$ cat config.mk
export PLATFORM = sky130hd
export DESIGN_NAME = ff_d_write_arbiter
export DESIGN_NICKNAME = d
export VERILOG_FILES = /design/src/rtl/ff_d_write_arbiter.sv
export SDC_FILE = /design/constraint.sdc
export NUM_CORES = 1
export LEC_CHECK = 0
export BUFFER_PORTS_ARGS = -buffer_cell sky130_fd_sc_hd__buf_2
export CAP_MARGIN = 10
export CORE_UTILIZATION = 33
export CTS_CLUSTER_DIAMETER = 40
export DETAILED_ROUTE_END_ITERATION = 10
export GPL_ROUTABILITY_DRIVEN = 0
export PLACE_DENSITY = 0.78
export SETUP_SLACK_MARGIN = 0.2
export SLEW_MARGIN = 15
export SYNTH_ARGS = -nofsm -noshare
export SYNTH_HDL_FRONTEND = slang
export SYNTH_SLANG_ARGS = --single-unit
$ cat constraint.sdc
create_clock -name CLK -period 1.9 [get_ports CLK]
set_input_delay 0 -clock CLK [delete_from_list [all_inputs] [get_ports CLK]]
set_output_delay 0 -clock CLK [all_outputs]
set_load 0.05 [all_outputs]
$ cat src/rtl/ff_d_write_arbiter.sv
// ff_d_write_arbiter
//   Round-robin write arbiter that shares one P-bit enabled register (FF_D)
//   between four requesters. A winner is chosen in IDLE, its word is steered
//   onto D_REG while EN_REG is high for one cycle (WRITE), and the winner is
//   acknowledged for one cycle (DONE) before the FSM returns to IDLE.
//
//   Optional feature macro: FF_D_ARB_PRIO0_EN
//     defined   : requester 0 has fixed top priority; requesters 1-3 share
//                 round-robin. The pointer still advances after every grant.
//     undefined : pure round-robin across all four requesters.
//
// Ports
//   CLK      in   system clock, rising edge
//   RST      in   asynchronous active-high reset
//   REQ      in   [3:0]     per-requester write request
//   DATA_IN  in   [4*P-1:0] requester words, requester i at [i*P +: P]
//   GNT      out  [3:0]     one-hot grant, held through WRITE and DONE
//   ACK      out  [3:0]     one-hot one-cycle completion pulse (DONE)
//   EN_REG   out            enable to the shared register (WRITE only)
//   D_REG    out  [P-1:0]   data to the shared register, zero outside WRITE
//   BUSY     out            high while the FSM is outside IDLE
module ff_d_write_arbiter #(
  parameter int P = 32
) (
  input  logic           CLK,
  input  logic           RST,
  input  logic [3:0]     REQ,
  input  logic [4*P-1:0] DATA_IN,
  output logic [3:0]     GNT,
  output logic [3:0]     ACK,
  output logic           EN_REG,
  output logic [P-1:0]   D_REG,
  output logic           BUSY
);

  typedef enum logic [1:0] {
    ST_IDLE  = 2'b00,
    ST_WRITE = 2'b01,
    ST_DONE  = 2'b10
  } state_t;

  state_t       state_r, state_next_s;
  logic [1:0]   ptr_r, ptr_next_s;
  logic [1:0]   win_r, win_next_s;
  logic [3:0]   gnt_r, gnt_next_s;
  logic [3:0]   ack_r, ack_next_s;
  logic         en_r, en_next_s;
  logic [1:0]   pick_s;
  logic [P-1:0] d_reg_s;

  // One-hot encode a requester index.
  function automatic logic [3:0] onehot4(input logic [1:0] idx);
    logic [3:0] base;
    base = 4'b0001;
    return base << idx;
  endfunction

  // First set request bit searching ptr, ptr+1, ... (mod 4). Iterating from
  // the farthest offset down lets the nearest requester overwrite the result.
  function automatic logic [1:0] rr_pick(input logic [3:0] req, input logic [1:0] ptr);
    logic [1:0] idx;
    logic [1:0] res;
    res = ptr;
    for (int k = 3; k >= 0; k--) begin
      idx = ptr + 2'(k);
      if (req[idx]) begin
        res = idx;
      end else begin
        res = res;
      end
    end
    return res;
  endfunction

  // Winner selection from the current requests and pointer (only used in IDLE).
  always_comb begin
    pick_s = 2'd0;
`ifdef FF_D_ARB_PRIO0_EN
    if (REQ[0]) begin
      pick_s = 2'd0;
    end else begin
      pick_s = rr_pick(REQ & 4'b1110, ptr_r);
    end
`else
    pick_s = rr_pick(REQ, ptr_r);
`endif
  end

  // Next-state and next-output logic; outputs are registered one edge later.
  always_comb begin
    state_next_s = state_r;
    ptr_next_s   = ptr_r;
    win_next_s   = win_r;
    gnt_next_s   = gnt_r;
    ack_next_s   = 4'b0000;
    en_next_s    = 1'b0;
    case (state_r)
      ST_IDLE: begin
        if (REQ != 4'b0000) begin
          state_next_s = ST_WRITE;
          win_next_s   = pick_s;
          gnt_next_s   = onehot4(pick_s);
          en_next_s    = 1'b1;
        end else begin
          gnt_next_s   = 4'b0000;
        end
      end
      ST_WRITE: begin
        // REQ is not looked at here: a dropped request still completes.
        state_next_s = ST_DONE;
        ack_next_s   = gnt_r;
      end
      ST_DONE: begin
        state_next_s = ST_IDLE;
        gnt_next_s   = 4'b0000;
        ptr_next_s   = win_r + 2'd1;
      end
      default: begin
        state_next_s = ST_IDLE;
        gnt_next_s   = 4'b0000;
      end
    endcase
  end

  // State, pointer and registered outputs.
  always_ff @(posedge CLK or posedge RST) begin
    if (RST) begin
      state_r <= ST_IDLE;
      ptr_r   <= 2'd0;
      win_r   <= 2'd0;
      gnt_r   <= 4'b0000;
      ack_r   <= 4'b0000;
      en_r    <= 1'b0;
    end else begin
      state_r <= state_next_s;
      ptr_r   <= ptr_next_s;
      win_r   <= win_next_s;
      gnt_r   <= gnt_next_s;
      ack_r   <= ack_next_s;
      en_r    <= en_next_s;
    end
  end

  // Steer the granted word onto D only while writing; zero otherwise so
  // nothing stray is presented to the register.
  always_comb begin
    d_reg_s = '0;
    if (state_r == ST_WRITE) begin
      case (win_r)
        2'd0:    d_reg_s = DATA_IN[0*P +: P];
        2'd1:    d_reg_s = DATA_IN[1*P +: P];
        2'd2:    d_reg_s = DATA_IN[2*P +: P];
        2'd3:    d_reg_s = DATA_IN[3*P +: P];
        default: d_reg_s = '0;
      endcase
    end else begin
      d_reg_s = '0;
    end
  end

  assign GNT    = gnt_r;
  assign ACK    = ack_r;
  assign EN_REG = en_r;
  assign D_REG  = d_reg_s;
  assign BUSY   = (state_r != ST_IDLE);

endmodule
==> flow_metrics.tcl <==
set metrics [dict create \
    ys_types 25 \
    clk_pin_slew_ps 60 \
    drtIter0Drc 195 \
    finalPower_mw 6.21 \
    numCtsBuffers 3 \
    p_leak_nw 1.50 \
    hold-path-cell-count 3 \
    die-area_um2 4730 \
    stdcell_count 431 \
    initial_core_util_pct 35.5 \
    rsz0062_at_grt "true" \
    fillCellCount 330 \
    hold_slack_ps 147 \
    cp_data_required_time_ps 1900 \
    final_nets 520 \
    clock_skew_ps 2.11 \
    worstMarginPinSlew_ps 537 \
    powerDensity_nw_per_um2 1970 \
    routed_wl_um 6710 \
    final_cell_mix "143 x buf_2, 38 x nor2_1, 32 x a222oi_1" \
    ios 176 \
    routedWlPerCell_um 15.6 \
    cts_tree "yes" \
    syn_inst 207 \
    ys_warn_count 0 \
    cts-root-buf "clkbuf_8" \
    grt_pass1_wl_um 9050 \
    fmaxAchievable_mhz 530 \
    clk_latency_ps 240 \
    hpwl_um 4780 \
    hold_viol 0 \
    postLayoutCellArea_um2 3140 \
    vias 2404 \
    syn_to_final_growth_pct 114 \
    clk_path_buf_depth 2 \
    cp-end-kind "primary output" \
    layout_min_cycle_time_ps 1890 \
    first_global_vias 2093 \
    cp-start-kind "flop" \
    grt_usage_pct 25.1 \
    grt-ovfl-total 0 \
    ant_nets 0 \
    die_y_um 68.8 \
    diodes 0 \
    grt_max_degree 35 \
    syn-num-nets 345 \
    rr_worst_depth 4 \
    synth.ff_latch_count 15 \
    placed_cell_area_um2 2620 \
    cp_max_fo 26 \
    synthTopCellsByArea "dfrtp_1 26%, a222oi_1 22%, nor2_1 18%" \
    cts.sinks 15 \
    ys_seq_area_share_pct 25.5 \
    avgSynthCellArea_um2 7.11 \
    hp-class "in2reg" \
    synth_area_um2 1470 \
    ir_drop_v 0.00132 \
    status "complete, no violations" \
    detail_route.vias_per_cell 5.58 \
    synth_top_area_share_pct 25.5 \
    rows 23 \
    final_common_cell "buf_2" \
    drc 0 \
    post-route-period-util_pct 99.2 \
    drv_slew 0 \
    design.core.area_um2 4140 \
    die_w_um 68.8 \
    cts_max_level 1 \
    setup_violations 0 \
    antenna_found_initial 0 \
    dr.pass1.iters 9 \
    dp_cells 422 \
    path_class "reg2out" \
    max-cap-violations 0 \
    yosys.area.top_type "dfrtp_1" \
    port_buffers 175 \
    drive_gt1_share_pct 68.5 \
    max_slew_margin_pct 64.2 \
    arrival_ps 1890 \
]
## routing by layer
| metal | part of all wire (%) | GRT usage (%) | wire [um] | vias to the layer above |
|---|---|---|---|---|
| met1 | 36 | 27.4 | 2400 | 1116 |
| met3 | 8.7 | 5.43 | 584 | 6 |
| li1 | - | - | - | 1140 |
| met5 | 0 | 0 | 0 | - |
| met4 | 0.69 | 8.42 | 46 | 0 |
| met2 | 55 | 47.4 | 3680 | 142 |
## metrics by stage
step / setup slack, ps / util, % / setup TNS (ps)
2_1_floorplan: 197 / - / 0
3_3_place_gp: 159 / 63.2 / 0
3_5_place_dp: 83.4 / 63.2 / 0
4_1_cts: 46.5 / 73.5 / 0
5_1_grt: -99.5 / 75.9 / -966
6_report: 14.9 / 75.9 / 0
## flip-flops by register name, indices dropped and copies added (netlist names)
register,cells
EN_REG,1
win_r,2
ACK,4
state_r,2
GNT,4
ptr_r,2
## area by class of cell
type	instances	area (um^2)	area share (%)
Inverter	5	21.3	0.676
Timing Repair Buffer	190	1310	41.6
Sequential cell	15	378	12.0
Multi-Input combinational cell	167	1330	42.3
Tap cell	50	62.6	1.99
Clock buffer	4	45.0	1.43
## cell families (layout without fill, tap and decap cells)
family | count (synthesis) | in the layout | share of synthesized area [%]
adder cells (fa/ha/maj) | 4 | 4 | 3.40
AND/OR/NAND/NOR | 81 | 81 | 22.4
multiplexers | 2 | 2 | 1.45
AO/OA/AOI/OAI | 80 | 80 | 40.8
buffers and inverters | 25 | 199 | 6.38
flip-flops | 15 | 15 | 25.5
## worst max-delay path, stage by stage, from the launching register on
cell,delay [ps]
dfrtp_2,470
ha_4,200
buf_12,160
a222oi_1,330
nor2_1,110
a21oi_2,160
nor2_4,50
buf_8,160
## power by group
| part | internal [mW] | switching, mW | total [mW] |
|---|---|---|---|
| registers | 0.452 | 0.121 | 0.573 |
| clock network | 0.148 | 0.104 | 0.252 |
| logic | 2.07 | 3.31 | 5.38 |
## final timing paths
| kind | start | end | slack (ps) |
|---|---|---|---|
| min in group asynchronous | RST | ACK[3] | 350 |
| worst max register to register | ptr_r[0] | GNT[1] | 450 |
| worst max-delay path | win_r[0] | D_REG[31] | 10 |
| worst min-delay path | REQ[2] | state_r[0] | 150 |
| max in group asynchronous | RST | win_r[1] | 1160 |
| worst min register to register | GNT[3] | ACK[3] | 510 |
## cell usage after synthesis
master and n:
and2_1 4, o22a_1 1, nor2b_1 2, a21oi_2 1, ha_1 4, dfrtp_1 15
a221o_1 1, mux2_2 1, nand2_1 1, o22ai_1 1, clkbuf_1 17, or2_2 1
o21ai_0 2, buf_1 3, a222oi_1 32, o211a_1 1, and2b_1 1, a31o_1 4
nor2_1 70, nand2b_1 2, a211o_1 1, mux2i_1 1, o211ai_1 1, a21oi_1 35
inv_1 5
## what timing repair did
action,in CTS,in global routing
endpoints found under the setup margin,32,32
pin swaps,33,11
setup buffers,1,2
hold endpoints to repair,15,0
resized for setup,106,14
hold buffers,1,0
cloned,0,1
Note: power is estimated with default switching activity, not from simulation.
